===== src/rtl/memwb_stage.sv =====
// memwb_stage: parametrised MEM/WB pipeline stage with a 2-entry elastic buffer.
//
// The stage has a main register (M) and a skid register (S). M always drives the
// out_* ports. S takes one extra entry when writeback stalls. Because of S,
// in_ready can come straight from a flop and does not depend on out_ready.
//
// Ports:
//   clk, reset           rising-edge clock; synchronous active-high reset
//   flush                drops every held entry and any input offered in the same cycle
//   in_valid / in_ready  upstream handshake
//   in_*                 entry fields: mem_to_reg, reg_write, alu_out, mem_data, rd, opcode
//   out_valid / out_ready  downstream (writeback) handshake
//   out_*                head-entry fields; out_reg_write is forced low while out_valid=0
//
// Optional feature, enabled by defining MEMWB_WBMUX_EN:
//   fwd_rs      (in)   source register of the consumer, used by the hazard unit
//   wb_data     (out)  out_mem_to_reg ? out_mem_data : out_alu_out, or 0 when out_valid=0
//   wb_fwd_hit  (out)  out_valid & out_reg_write & (out_rd == fwd_rs)
module memwb_stage #(
    parameter int DATA_W        = 16,
    parameter int RD_W          = 4,
    parameter int OP_W          = 4,
    parameter int ZERO_REG_NOWR = 1
) (
    input  logic              clk,
    input  logic              reset,
    input  logic              flush,
    input  logic              in_valid,
    output logic              in_ready,
    input  logic              in_mem_to_reg,
    input  logic              in_reg_write,
    input  logic [DATA_W-1:0] in_alu_out,
    input  logic [DATA_W-1:0] in_mem_data,
    input  logic [RD_W-1:0]   in_rd,
    input  logic [OP_W-1:0]   in_opcode,
    output logic              out_valid,
    input  logic              out_ready,
    output logic              out_mem_to_reg,
    output logic              out_reg_write,
    output logic [DATA_W-1:0] out_alu_out,
    output logic [DATA_W-1:0] out_mem_data,
    output logic [RD_W-1:0]   out_rd,
    output logic [OP_W-1:0]   out_opcode
`ifdef MEMWB_WBMUX_EN
    ,
    input  logic [RD_W-1:0]   fwd_rs,
    output logic [DATA_W-1:0] wb_data,
    output logic              wb_fwd_hit
`endif
);

    typedef struct packed {
        logic              mem_to_reg;
        logic              reg_write;
        logic [DATA_W-1:0] alu_out;
        logic [DATA_W-1:0] mem_data;
        logic [RD_W-1:0]   rd;
        logic [OP_W-1:0]   opcode;
    } entry_t;

    // Occupancy: EMPTY (mv=0), ONE (mv=1, sv=0), FULL (mv=1, sv=1)
    typedef enum logic [1:0] {
        EMPTY = 2'd0,
        ONE   = 2'd1,
        FULL  = 2'd2
    } occ_t;

    occ_t   occ_p1;
    occ_t   occ_nxt;
    entry_t main_p1;
    entry_t skid_p1;
    entry_t in_entry;
    logic   in_xfer;
    logic   out_xfer;
    logic   load_main_in;
    logic   load_main_skid;
    logic   load_skid;

    // A write to register 0 is never useful, so the enable can be dropped at capture.
    function automatic logic gate_reg_write(input logic rw, input logic [RD_W-1:0] rd);
        if (ZERO_REG_NOWR != 0)
            return rw & (rd != '0);
        else
            return rw;
    endfunction

    always_comb begin
        in_entry            = '0;
        in_entry.mem_to_reg = in_mem_to_reg;
        in_entry.reg_write  = gate_reg_write(in_reg_write, in_rd);
        in_entry.alu_out    = in_alu_out;
        in_entry.mem_data   = in_mem_data;
        in_entry.rd         = in_rd;
        in_entry.opcode     = in_opcode;
    end

    assign in_ready  = (occ_p1 != FULL);
    assign out_valid = (occ_p1 != EMPTY);
    assign in_xfer   = in_valid & in_ready;
    assign out_xfer  = out_valid & out_ready;

    // Next-state and register-load selection
    always_comb begin
        occ_nxt        = occ_p1;
        load_main_in   = 1'b0;
        load_main_skid = 1'b0;
        load_skid      = 1'b0;
        case (occ_p1)
            EMPTY: begin
                if (in_xfer) begin
                    load_main_in = 1'b1;
                    occ_nxt      = ONE;
                end
            end
            ONE: begin
                if (in_xfer && out_xfer) begin
                    load_main_in = 1'b1;
                end else if (in_xfer) begin
                    load_skid = 1'b1;
                    occ_nxt   = FULL;
                end else if (out_xfer) begin
                    occ_nxt = EMPTY;
                end
            end
            FULL: begin
                // in_ready is low in this state, so only a drain can happen
                if (out_xfer) begin
                    load_main_skid = 1'b1;
                    occ_nxt        = ONE;
                end
            end
            default: occ_nxt = EMPTY;
        endcase
    end

    // Stage boundary: occupancy, main and skid registers
    always_ff @(posedge clk) begin
        if (reset) begin
            occ_p1  <= EMPTY;
            main_p1 <= '0;
            skid_p1 <= '0;
        end else if (flush) begin
            occ_p1  <= EMPTY;
            main_p1 <= '0;
            skid_p1 <= '0;
        end else begin
            occ_p1 <= occ_nxt;
            if (load_main_in)
                main_p1 <= in_entry;
            else if (load_main_skid)
                main_p1 <= skid_p1;
            if (load_skid)
                skid_p1 <= in_entry;
        end
    end

    assign out_mem_to_reg = main_p1.mem_to_reg;
    assign out_reg_write  = main_p1.reg_write & out_valid;
    assign out_alu_out    = main_p1.alu_out;
    assign out_mem_data   = main_p1.mem_data;
    assign out_rd         = main_p1.rd;
    assign out_opcode     = main_p1.opcode;

`ifdef MEMWB_WBMUX_EN
    assign wb_data    = out_valid ? (main_p1.mem_to_reg ? main_p1.mem_data : main_p1.alu_out)
                                  : '0;
    assign wb_fwd_hit = out_valid & out_reg_write & (main_p1.rd == fwd_rs);
`endif

endmodule


===== config.mk =====
export PLATFORM = sky130hd
export DESIGN_NAME = memwb_stage
export DESIGN_NICKNAME = d
export VERILOG_FILES = /design/src/rtl/memwb_stage.sv
export SDC_FILE = /design/constraint.sdc
export NUM_CORES = 1
export LEC_CHECK = 0
export BUFFER_PORTS_ARGS = -buffer_cell sky130_fd_sc_hd__buf_2
export CORE_ASPECT_RATIO = 0.5
export CORE_MARGIN = 8
export CORE_UTILIZATION = 58
export DETAILED_ROUTE_END_ITERATION = 16
export GPL_ROUTABILITY_DRIVEN = 1
export PLACE_DENSITY = 0.81
export SLEW_MARGIN = 20
export SYNTH_ARGS = -nofsm -noshare
export SYNTH_HDL_FRONTEND = slang
export SYNTH_SLANG_ARGS = --single-unit

===== constraint.sdc =====
create_clock -name clk -period 3.2 [get_ports clk]
set_input_delay 0.16 -clock clk [delete_from_list [all_inputs] [get_ports clk]]
set_output_delay 0.16 -clock clk [all_outputs]
set_load 0.05 [all_outputs]

==> results.yml, run 1 <==
placement:
  hpwl_um: 6860
  gp_congestion: 0.760
  pre_cts_slack_ns: 0.969
  portBuffers: 90
drt:
  drc: 0
  routed_wl_um: 11000
  postRouteAntennaNets: 0
  first_iter_violations: 373
  wl_met2_um: 5150
  routedLengthMet1_um: 4910
  met3WireLength_um: 850
  dr.pass1.iters: 5
  vias: 3734
  routed_via_density: 6.10
  routed.top_layer: "met4"
  wl_per_cell_um: 18.0
critical_path:
  critPathRequiredTime_ns: 3.40
  path_class: "flop to flop"
  crit-reg2reg-capture: "out_alu_out[4]"
  critPathLaunch: "occ_p1[1]"
  cp_max_fo: 43
  crit_end: "out_alu_out[4]"
  ff2ff_setup_slack_ns: 0.93
  start_kind: "flop"
  r2r-start: "occ_p1[1]"
  reg2regPathDepth: 4
  crit_arrival_ns: 2.47
  endpoint_kind: "flop"
cts:
  root_buffer: "clkbuf_16"
  cts.sinks: 86
  htreeDepth: 3
  post_cts_buffers: 0
  clock_latency_ns: 0.33
  cts_resized: 0
  clk_path_buf_depth: 2
  tritoncts: "yes"
  numCtsBuffers: 9
  clk_pin_slew_ns: 0.06
  hold_buffers: 0
logic_synthesis:
  synth_edf_count: 0
  synth.mux.area_fraction: 0.00347
  netlist_area_sq_um: 4320
  synth-simple-area-share: 0.144
  synthCells: 499
  synth-seq-cells: 86
  seq_area_frac_synth: 0.398
  ys_types: 27
  synth_xor_area_frac: 0
  synth.avg_cell_area_sq_um: 8.66
  synth_adder_area_share: 0
  synthFlopType: "dfxtp_1"
  ys_async_sr_fraction: 0
  yosysWarningCount: 0
  synth_top_family_by_area: "compound AO/OA/AOI/OAI gates"
  synth_nets: 546
  synth_compound_area_frac: 0.322
timing:
  relSlewSlack: 0.283
  setup_viol: 0
  fin_crit_sh: 0.709
  drv_slew: 0
  rsz0062_at_grt: "no"
  setup_tns_ns: 0
  min_period_ns: 2.27
  hold-worst-slack_ns: 0.0738
  hold_viol: 0
  layout_setup_ws_ns: 0.930
  clock_skew_ns: 0.00288
  worst_pin_slew_ns: 1.07
  timing.fmax_mhz: 440
global_routing:
  grt_pass1_wl_um: 17800
  grt_usage: 0.201
  gr-total-overflow: 0
  grt_pass1_vias: 3546
  antenna_found_initial: 0
  grt_max_degree: 55
layout:
  top_register: "skid_p1"
  layout.cells.most_common: "buf_2"
  largest_reg_flops: 42
  final_cell_mix: "buf_2 (90), nand2_1 (88), dfxtp_1 (86)"
  drive_above_1_share: 0.316
  areaGrowthSynthToFinish_pct: 9.76
  final_nets: 561
  fillers: 628
  diodes: 0
floorplanning:
  fp.dieW_um: 138
  pin_count: 91
  initial_core_util: 0.595
  die_y_um: 77.0
  core_sq_um: 7270
  row_count: 22
  dieArea_sq_um: 10600
job:
  maxCapViolations: 0
run_status:
  status: "completed"
hold_path:
  holdCritPathClass: "input pin to flop"
power:
  p_per_area_nw_per_um2: 530
  ir_worst_vdd_mv: 0.285
  cellLeakagePower_nw: 1.65
==> how the worst min path moves through the flow <==
stage	from	to	slack, ns	cells after the start
4_1_cts	in_alu_out[12]	skid_p1[36]	0.06	3
3_5_place_dp	in_alu_out[12]	skid_p1[36]	0.42	3
2_1_floorplan	out_ready	occ_p1[1]	0.23	1
6_report	in_alu_out[12]	skid_p1[36]	0.07	3
3_3_place_gp	in_opcode[3]	skid_p1[3]	0.41	3
5_1_grt	in_opcode[2]	skid_p1[2]	0.06	3
==> worst max-delay path, stage by stage, from the launching register on <==
cell	delay (ns)
dfxtp_1	0.43
and3b_2	0.86
a21o_2	0.41
buf_4	0.30
a311oi_2	0.13
==> synthesized netlist by cell type (2+ instances only) <==
master,number,share of area
buf_2,9,0.010
nand3_1,42,0.049
a311oi_2,40,0.14
nand2b_1,2,0.0029
buf_6,5,0.013
nand2_1,88,0.076
a311oi_1,2,0.0041
dfxtp_1,86,0.40
clkbuf_1,42,0.036
a211oi_1,43,0.075
o21ai_0,42,0.049
a21o_1,2,0.0035
a21oi_1,43,0.050
buf_4,40,0.069
==> cells by family (layout without fill, tap and decap cells) <==
group | count (synthesis) | in the layout
flops | 86 | 86
simple gates | 141 | 141
mux | 1 | 1
buf+inv | 98 | 115
compound gates | 173 | 173
==> metal layers <==
layer,vias to the layer above,track usage
met5,-,0
met4,0,0.0624
met3,9,0.0824
met2,130,0.316
met1,1789,0.246
li1,1806,-
==> report_power, final <==
part | internal [mW] | switching (mW)
Combinational | 0.118 | 0.281
Clock | 0.611 | 0.387
Sequential | 1.10 | 0.0182
Total | 1.83 | 0.686
==> per-stage QoR <==
| stage | power, mW | cell area (sq um) | utilization | std cells |
|---|---|---|---|---|
| CTS | 2.53 | 4740 | 0.653 | 612 |
| floorplan | 1.47 | 4320 | - | 499 |
| detailed placement | 1.54 | 4470 | 0.614 | 599 |
| global route | 2.61 | 4740 | 0.653 | 612 |
| global placement | 1.53 | 4440 | 0.611 | 598 |
| finish | 2.52 | 4740 | 0.653 | 612 |
==> cell type report <==
cell class / count / area [sq um] / share of cell area
Tap cell: 96 / 120 / 0.0253
Inverter: 1 / 3.75 / 0.000791
Multi-Input combinational cell: 315 / 2070 / 0.436
Sequential cell: 86 / 1720 / 0.363
Clock inverter: 2 / 35.0 / 0.00739
Timing Repair Buffer: 101 / 553 / 0.117
Clock buffer: 11 / 243 / 0.0512
(Power assumes the default switching activity.)
==> run 2, diff against run 1 <==
--- a/config.mk
+++ b/config.mk
@@ -5,13 +5,14 @@
 export SDC_FILE = /design/constraint.sdc
 export NUM_CORES = 1
 export LEC_CHECK = 0
+export ABC_AREA = 1
 export BUFFER_PORTS_ARGS = -buffer_cell sky130_fd_sc_hd__buf_2
 export CORE_ASPECT_RATIO = 0.5
 export CORE_MARGIN = 8
-export CORE_UTILIZATION = 58
+export CORE_UTILIZATION = 54
 export DETAILED_ROUTE_END_ITERATION = 16
 export GPL_ROUTABILITY_DRIVEN = 1
-export PLACE_DENSITY = 0.81
+export PLACE_DENSITY = 0.76
 export SLEW_MARGIN = 20
 export SYNTH_ARGS = -nofsm -noshare
 export SYNTH_HDL_FRONTEND = slang
==> constraint.sdc (replaced) <==
create_clock -name clk -period 2.3 [get_ports clk]
set_input_delay 0.115 -clock clk [delete_from_list [all_inputs] [get_ports clk]]
set_output_delay 0.115 -clock clk [all_outputs]
set_load 0.05 [all_outputs]
==> run 2 against run 1 <==
Via count is 4.3% lower. Global-route usage shrank 3.6 points. Clock-buffer cell count is 3 higher. Critical path depth grew 3. Hold slack lost 0.042 ns. Final cell count increased by 21%. Power rose by 37%. Clock power is 43% higher. Sequential share of layout area grew 0.38 points. Sequential power is 38% higher. Maximum frequency rose by 35%. Highest routed layer unchanged.
==> results.yml, run 2 <==
logic_synthesis:
  ys_types: 21
  netlist_area_sq_um: 4180
  ys_async_sr_fraction: 0
  seq_area_frac_synth: 0.412
  synth-seq-cells: 86
  synth_nets: 657
  ys_top_cells_by_area: "dfxtp_1 (41%), nand2_1 (12%), nor2_1 (11%)"
  yosys.area.top_type_share: 0.412
  synth.avg_cell_area_sq_um: 6.84
  synthFlopType: "dfxtp_1"
  netlist_top_cells_count: "nand2_1 (131), nor2_1 (127), dfxtp_1 (86)"
  yosysWarningCount: 0
  yosysTopAreaCell: "dfxtp_1"
  yosys.cell_count.top_type: "nand2_1"
  synthCells: 610
  synth_edf_count: 0
timing:
  hold_viol: 0
  worst_pin_slew_ns: 0.575
  relSlewSlack: 0.616
  rsz0062_at_grt: "no"
  clock_skew_ns: 0.00563
  drv_slew: 0
  hold-worst-slack_ns: 0.0317
  min_period_ns: 1.68
  fin_crit_sh: 0.732
  timing.fmax_mhz: 594
  setup_tns_ns: 0
  layout_setup_ws_ns: 0.617
  setup_viol: 0
cts:
  post_cts_buffers: 0
  clk_path_buf_depth: 2
  tritoncts: "yes"
  cts_resized: 0
  root_buffer: "clkbuf_16"
  clk_pin_slew_ns: 0.06
  numCtsBuffers: 9
  hold_buffers: 0
  clock_latency_ns: 0.33
  htreeDepth: 3
  cts.sinks: 86
critical_path:
  slowest_delay_ns: 0.34
  critPathRequiredTime_ns: 2.53
  path_cells: "inv_1 > nand3_2 > nand2_1 > buf_4 > nand2_1 > nor2_1 > nor2_1"
  crit_buf_inv: 2
  path_class: "flop to flop"
  cp_slowest_cell: "nand3_2"
  start_kind: "flop"
  crit_arrival_ns: 1.91
  endpoint_kind: "flop"
  cp_top_family: "simple AND/OR/NAND/NOR gates"
  cp_max_fo: 19
global_routing:
  gr-total-overflow: 0
  grt_pass1_wl_um: 15100
  grt_max_degree: 86
  grt_usage: 0.165
  antenna_found_initial: 0
  grt_pass1_vias: 3325
run_status:
  status: "completed"
placement:
  hpwl_um: 5940
  portBuffers: 90
  pre_cts_slack_ns: 0.631
  gp_congestion: 0.755
floorplanning:
  fp.dieW_um: 140
  pin_count: 91
  row_count: 22
  die_y_um: 78.2
  core_sq_um: 7400
  initial_core_util: 0.564
  dieArea_sq_um: 11000
layout:
  areaGrowthSynthToFinish_pct: 12.4
  fillers: 703
  drive_above_1_share: 0.187
  final_util: 0.634
  final_nets: 688
  diodes: 0
  top_register: "skid_p1"
  final_cell_mix: "nand2_1 (131), nor2_1 (126), buf_2 (90)"
  layout.cells.most_common: "nand2_1"
  largest_reg_flops: 42
power:
  ir_worst_vdd_mv: 0.449
  p_switching_uw: 900
  fin_total_pwr_mw: 3.46
  clkPwrFrac: 0.415
  cellLeakagePower_nw: 2.34
  switching_share: 0.260
  pwr-share-comb: 0.138
  p_per_area_nw_per_um2: 737
  power.internal_mw: 2.56
  pwr-share-seq: 0.447
drt:
  postRouteAntennaNets: 0
  first_iter_violations: 179
  wl_per_cell_um: 12.3
  vias: 3574
  routed_wl_um: 9100
  dr.pass1.iters: 5
  drc: 0
  routed_via_density: 4.82
hold_path:
  holdCritPathClass: "input pin to flop"
job:
  maxCapViolations: 0
-- run 2: cell types whose count changed after synthesis, sizes merged, moves of 2 or more --
cell and change:
clkbuf -32, nor2 +128, nand3 -38, a211oi -42
a21o -2, nand3b +41, nand2 +45, nand2b -2
a21oi +2, a311oi -42, or2 -2, buf +14
inv +47
-- run 2: path summary, 6_finish.rpt --
kind,start,to,slack [ns],cells after the start
setup reg to reg,occ_p1[0],out_alu_out[10],0.62,7
hold reg to reg,occ_p1[0],occ_p1[1],0.51,1
setup / recovery,occ_p1[0],out_alu_out[10],0.62,7
hold / removal,in_alu_out[1],skid_p1[25],0.03,3
-- run 2: cells by family (layout without fill, tap and decap cells) --
family,Yosys count,count (layout),share of synthesized area
and+or+nand+nor,307,307,0.317
DFF,86,86,0.412
buffers and inverters,127,163,0.161
AOI/OAI and AO/OA,90,90,0.109
-- run 2: cell type report --
| cell class | count | area (sq um) | share of cell area |
|---|---|---|---|
| Multi-Input combinational cell | 397 | 1800 | 0.383 |
| Clock buffer | 14 | 294 | 0.0626 |
| Tap cell | 96 | 120 | 0.0256 |
| Clock inverter | 2 | 12.5 | 0.00267 |
| Inverter | 48 | 180 | 0.0384 |
| Timing Repair Buffer | 99 | 568 | 0.121 |
| Sequential cell | 86 | 1720 | 0.367 |
-- run 2: worst min-delay path: stages --
cell and delay (ns):
buf_2 0.07, inv_1 0.04, a21oi_1 0.10
-- run 2: power by group through the flow --
stage	registers [mW]	clock network (mW)	logic [mW]
final	1.55	1.43	0.478
after global routing	1.55	1.53	0.531
after CTS	1.55	1.47	0.483
after detailed placement	1.58	0	0.480
after global placement	1.58	0	0.477
after floorplan	1.58	0	0.399
-- run 2: per-stage QoR --
step	area (sq um)	std cells
final	4690	742
after global routing	4690	742
after CTS	4690	742
after detailed placement	4390	726
after global placement	4390	726
after floorplan	4180	610
-- run 2: metal layers --
layer / track usage / share of wire / wire length [um] / up-vias
met1: 0.189 / 0.46 / 4200 / 1571
met3: 0.0591 / 0.068 / 621 / 6
met2: 0.285 / 0.46 / 4220 / 83
met5: 0 / 0 / 0 / -
met4: 0.0516 / 0.0075 / 68 / 0
li1: - / - / - / 1914
